**config.mk**
```make
export PLATFORM = sky130hd
export DESIGN_NAME = nr_div_seq
export DESIGN_NICKNAME = d
export VERILOG_FILES = /design/src/rtl/nr_div_seq.sv
export SDC_FILE = /design/constraint.sdc
export NUM_CORES = 1
export LEC_CHECK = 0
export ABC_AREA = 0
export CAP_MARGIN = 15
export CORE_MARGIN = 2
export CORE_UTILIZATION = 40
export CTS_CLUSTER_DIAMETER = 30
export CTS_CLUSTER_SIZE = 25
export DETAILED_ROUTE_END_ITERATION = 8
export GPL_TIMING_DRIVEN = 0
export PLACE_DENSITY = 0.64
export REMOVE_ABC_BUFFERS = 1
export SLEW_MARGIN = 30
export SYNTH_ARGS = -nofsm -noshare
export SYNTH_HDL_FRONTEND = slang
export SYNTH_SLANG_ARGS = --single-unit
```
**constraint.sdc**
```tcl
create_clock -name clk -period 8.3 [get_ports clk]
set_input_delay 1.66 -clock clk [delete_from_list [all_inputs] [get_ports clk]]
set_output_delay 1.66 -clock clk [all_outputs]
set_load 0.05 [all_outputs]
```
**src/rtl/nr_div_seq.sv**
```systemverilog
// nr_div_seq: sequential non-restoring divider, one add/subtract step per clock.
// Define DIV_SIGNED_EN for two's-complement operands; default build is unsigned only.
module nr_div_seq #(
    parameter int WIDTH = 8
) (
    input  logic             clk,
    input  logic             rst_n,
    input  logic             start,
    input  logic [WIDTH-1:0] dividend,
    input  logic [WIDTH-1:0] divisor,
    output logic             busy,
    output logic             done,
    output logic [WIDTH-1:0] quotient,
    output logic [WIDTH-1:0] remainder,
    output logic             div_by_zero
);
    localparam int CW = $clog2(WIDTH + 1);

    typedef enum logic [1:0] {IDLE, RUN, FIX} state_t;

    state_t           state, state_nx;
    logic [WIDTH:0]   p, p_shift, p_step, p_fix;
    logic [WIDTH-1:0] q, q_step, d, mag_a, mag_b, q_res, r_res;
    logic [CW-1:0]    count;
`ifdef DIV_SIGNED_EN
    logic             neg_q, neg_r;
`endif

    // State register
    always_ff @(posedge clk or negedge rst_n)
        if (!rst_n) state <= IDLE;
        else        state <= state_nx;

    // Next state, the add/subtract step, the final correction and result shaping
    always_comb begin
        state_nx = state;
        case (state)
            IDLE:    state_nx = (start && divisor != '0) ? RUN : IDLE;
            RUN:     state_nx = (count == CW'(1)) ? FIX : RUN;
            FIX:     state_nx = IDLE;
            default: state_nx = IDLE;
        endcase
        busy    = state != IDLE;
        p_shift = {p[WIDTH-1:0], q[WIDTH-1]};
        p_step  = p[WIDTH] ? p_shift + {1'b0, d} : p_shift - {1'b0, d};
        q_step  = {q[WIDTH-2:0], ~p_step[WIDTH]};
        p_fix   = p[WIDTH] ? p + {1'b0, d} : p;
`ifdef DIV_SIGNED_EN
        mag_a = dividend[WIDTH-1] ? -dividend : dividend;
        mag_b = divisor[WIDTH-1] ? -divisor : divisor;
        q_res = neg_q ? -q : q;
        r_res = neg_r ? -p_fix[WIDTH-1:0] : p_fix[WIDTH-1:0];
`else
        mag_a = dividend;
        mag_b = divisor;
        q_res = q;
        r_res = p_fix[WIDTH-1:0];
`endif
    end

    // Datapath: capture on accepted start, iterate in RUN, publish results in FIX
    always_ff @(posedge clk or negedge rst_n) begin
        if (!rst_n) begin
            p           <= '0;
            q           <= '0;
            d           <= '0;
            count       <= '0;
            done        <= 1'b0;
            quotient    <= '0;
            remainder   <= '0;
            div_by_zero <= 1'b0;
`ifdef DIV_SIGNED_EN
            neg_q       <= 1'b0;
            neg_r       <= 1'b0;
`endif
        end else begin
            done <= 1'b0;
            case (state)
                IDLE: if (start) begin
                    if (divisor == '0) begin
                        quotient    <= '1;
                        remainder   <= dividend;
                        div_by_zero <= 1'b1;
                        done        <= 1'b1;
                    end else begin
                        p           <= '0;
                        q           <= mag_a;
                        d           <= mag_b;
                        count       <= CW'(WIDTH);
                        div_by_zero <= 1'b0;
`ifdef DIV_SIGNED_EN
                        neg_q       <= dividend[WIDTH-1] ^ divisor[WIDTH-1];
                        neg_r       <= dividend[WIDTH-1];
`endif
                    end
                end
                RUN: begin
                    p     <= p_step;
                    q     <= q_step;
                    count <= count - CW'(1);
                end
                FIX: begin
                    p         <= p_fix;
                    quotient  <= q_res;
                    remainder <= r_res;
                    done      <= 1'b1;
                end
                default: ;
            endcase
        end
    end
endmodule
```
==> impl_metrics.ini <==
[clocking]
hold_buffers = 0
cts_sinks = 49
cts.htree.levels = 2
cts.path.max_buffers = 2
clk_pin_slew_ns = 0.10
cts-root-buf = clkbuf_8
cts_tree = yes
cts_made_buffers = 5
cts_setup_buffers = 0
insertion_delay_ns = 0.31
post_cts_resized = 0

[hold_path]
hold_depth = 2
min_path_type = reg -> reg
worstHoldStart = remainder[5]
holdPathEnd = remainder[5]

[synth]
synth_compound_area_share_pct = 18.21
syn_avg_cell_area_um2 = 9.108
synth_edf_count = 0
synth_top_cells_by_count = dfrtp_1 (49), nand2_1 (42), nor2_1 (29)
ys_ff_latch = 49
syn-cell-area_mm2 = 0.003133
synthAdderAreaFrac_pct = 10.46
yosysWarnings = 0
ys_async_sr_fraction_pct = 100.0
synth-simple-area-share_pct = 15.34
synth_ff_type = dfrtp_1
yosysSeqAreaShare_pct = 39.14
synth-xor-area-share_pct = 4.752
yosys-top-cells-area = dfrtp_1 (39%), ha_1 (9.2%), nand2_1 (5.0%)
synth_cells = 344
yosysUniqueCellTypes = 45
synth_mux_area_share_pct = 7.388
yosys.area.top_type = dfrtp_1
netlist.area_leader.share_pct = 39.14
yosys.cell_count.top_type = dfrtp_1
synth_top_family_by_area = compound AO/OA/AOI/OAI gates

[drt]
routed_wl_um = 7037
num_vias = 2559
ant_nets = 0
wire_per_inst_um = 14.75
drt-initial-drc-count = 135
drtPass1Iterations = 4
drc = 0
detail_route.vias_per_cell = 5.365

[critical_path]
critPathKind = reg -> out
path_buf_inv = 3
crit_required_ns = 6.64
r2r-start = p[8]
crit_path_max_fanout = 5
worstPathArrival_ns = 2.05
r2r-end = q[0]
crit_family = buffers and inverters
path_common_cell = inv_1
critical_path.cell_chain = inv_1 > ha_1 > inv_1 > clkdlybuf4s50_1
cp-end-kind = output port
cp_slowest_cell = clkdlybuf4s50_1
slowest_delay_ns = 0.84
r2r_cells = 8
critPathLaunchType = flip-flop
path_depth = 4
r2r_slack_ns = 5.19

[finish]
register_area_mm2 = 0.001226
fillers = 739
layout.nets = 418
fin_util_pct = 48.17
diodes = 0
drive_gt1_share_pct = 7.733
multi_input_area_mm2 = 0.001779
area_growth_pct = 17.57

[sta]
fin_skew_ns = 0.007903
maxSlewHeadroom_pct = 41.04
worstMarginPinSlew_ns = 0.8845
final.setup.tns_ns = 0
min_period_ns = 3.709
rsz0062_at_grt = false
fmax_mhz = 269.6
finalHoldViolations = 0
slew_viol_final = 0
finalSetupViolCount = 0
fin_crit_sh_pct = 44.69

[die]
initial_utilization_pct = 40.97
die_h_um = 92.50
die_w_um = 92.50
core_area_mm2 = 0.007647
io-pin-count = 38
num_rows = 32
die_area_mm2 = 0.008556

[place]
io_buffers = 37
post-dp-hpwl_um = 5198
place.gp.congestion = 0.8022

[global_route]
antenna_found_initial = 0
grt_pass1_vias = 2595
grt_max_degree = 32
grt_pass1_wl_um = 12130
grt_overflow = 0
track_usage_pct = 17.54

[power]
p_total_mw = 1.639
cellLeakagePower_nw = 1.599
vdd_drop_max_mv = 0.3067
p_per_area_mw_per_mm2 = 445.0

[outcome]
outcome = finished, final reports clean

[job]
cap_violations = 0
## worst max path at each step
stage	startpoint	endpoint	slack (ns)
final	state[0]	busy	4.59
after global routing	state[0]	busy	4.49
after CTS	divisor[5]	p[6]	4.50
after detailed placement	divisor[5]	p[6]	4.17
after global placement	start	p[6]	3.76
after floorplan	divisor[1]	count[3]	4.92
## cells by family (layout without fill, tap and decap cells)
group | after synthesis | in the layout
XOR/XNOR | 17 | 17
adder cells (fa/ha/maj) | 25 | 25
AO/OA/AOI/OAI | 92 | 92
multiplexers | 22 | 22
flip-flops | 49 | 49
buffers and inverters | 35 | 66
AND/OR/NAND/NOR | 104 | 104
## tightest hold or removal path: stages (launching register included)
cell and delay [ns]:
dfrtp_1 0.35, nand2_1 0.05, o21ai_0 0.06
## power breakdown
| part | switching, mW | total (mW) | internal, mW |
|---|---|---|---|
| logic | 0.598 | 1.05 | 0.451 |
| registers | 0.107 | 0.444 | 0.337 |
| clock network | 0.0867 | 0.146 | 0.0596 |
| total | 0.792 | 1.64 | 0.847 |
## registers in the layout (all words and copies together) (netlist names)
name         flops
p                9
div_by_zero      1
d                8
q                8
done             1
count            4
quotient         8
state            2
remainder        8
## metal layers
| layer | GRT usage (%) | vias up | wire length, µm | share of wire [%] |
|---|---|---|---|---|
| met2 | 29.50 | 39 | 3400 | 48 |
| met1 | 23.95 | 1243 | 3350 | 48 |
| met5 | 0 | - | 0 | 0 |
| met4 | 2.985 | 0 | 44 | 0.63 |
| li1 | - | 1272 | - | - |
| met3 | 3.255 | 5 | 241 | 3.4 |
## stage by stage
step / instances / setup slack [ns] / cell area (µm²) / hold slack (ns)
after CTS: 477 / 4.501 / 3674 / 0.4911
final: 477 / 4.591 / 3684 / 0.4828
after floorplan: 329 / 4.918 / 3060 / 0.4711
after global placement: 468 / 3.760 / 3558 / 0.4609
after detailed placement: 469 / 4.170 / 3586 / 0.4690
after global routing: 477 / 4.489 / 3684 / 0.5128
## placed cells by master (no fill, tap or decap), types with 2 or more instances in the layout
cell type,count
ha_1,21
fa_1,2
a21o_1,6
nand2_1,42
mux2_2,9
inv_1,19
nand2b_1,5
nor3_1,3
nor4_2,2
ha_2,2
nor2_1,29
clkbuf_8,5
dfrtp_1,49
a21oi_2,4
a211oi_1,4
nor2b_1,4
xor2_1,9
mux2i_1,13
o21ai_0,28
a31oi_1,11
clkdlybuf4s50_1,36
o21ai_1,3
a21oi_1,14
nand3b_1,2
a32oi_1,2
nand3_1,8
or3_1,3
a2bb2oi_1,2
xnor2_1,8
o31ai_1,2
clkinvlp_4,2
o211ai_1,7
and3_1,2
o21a_1,2
## area by class of cell
cell class / count / area share (%)
clock inverter: 2 / 0.4076
tap: 102 / 3.465
sequential: 49 / 33.29
timing repair buffer: 38 / 10.53
multi-input combinational: 260 / 48.30
clock buffer: 6 / 1.970
inverter: 20 / 2.038
Power figures use the tool's default switching activity.
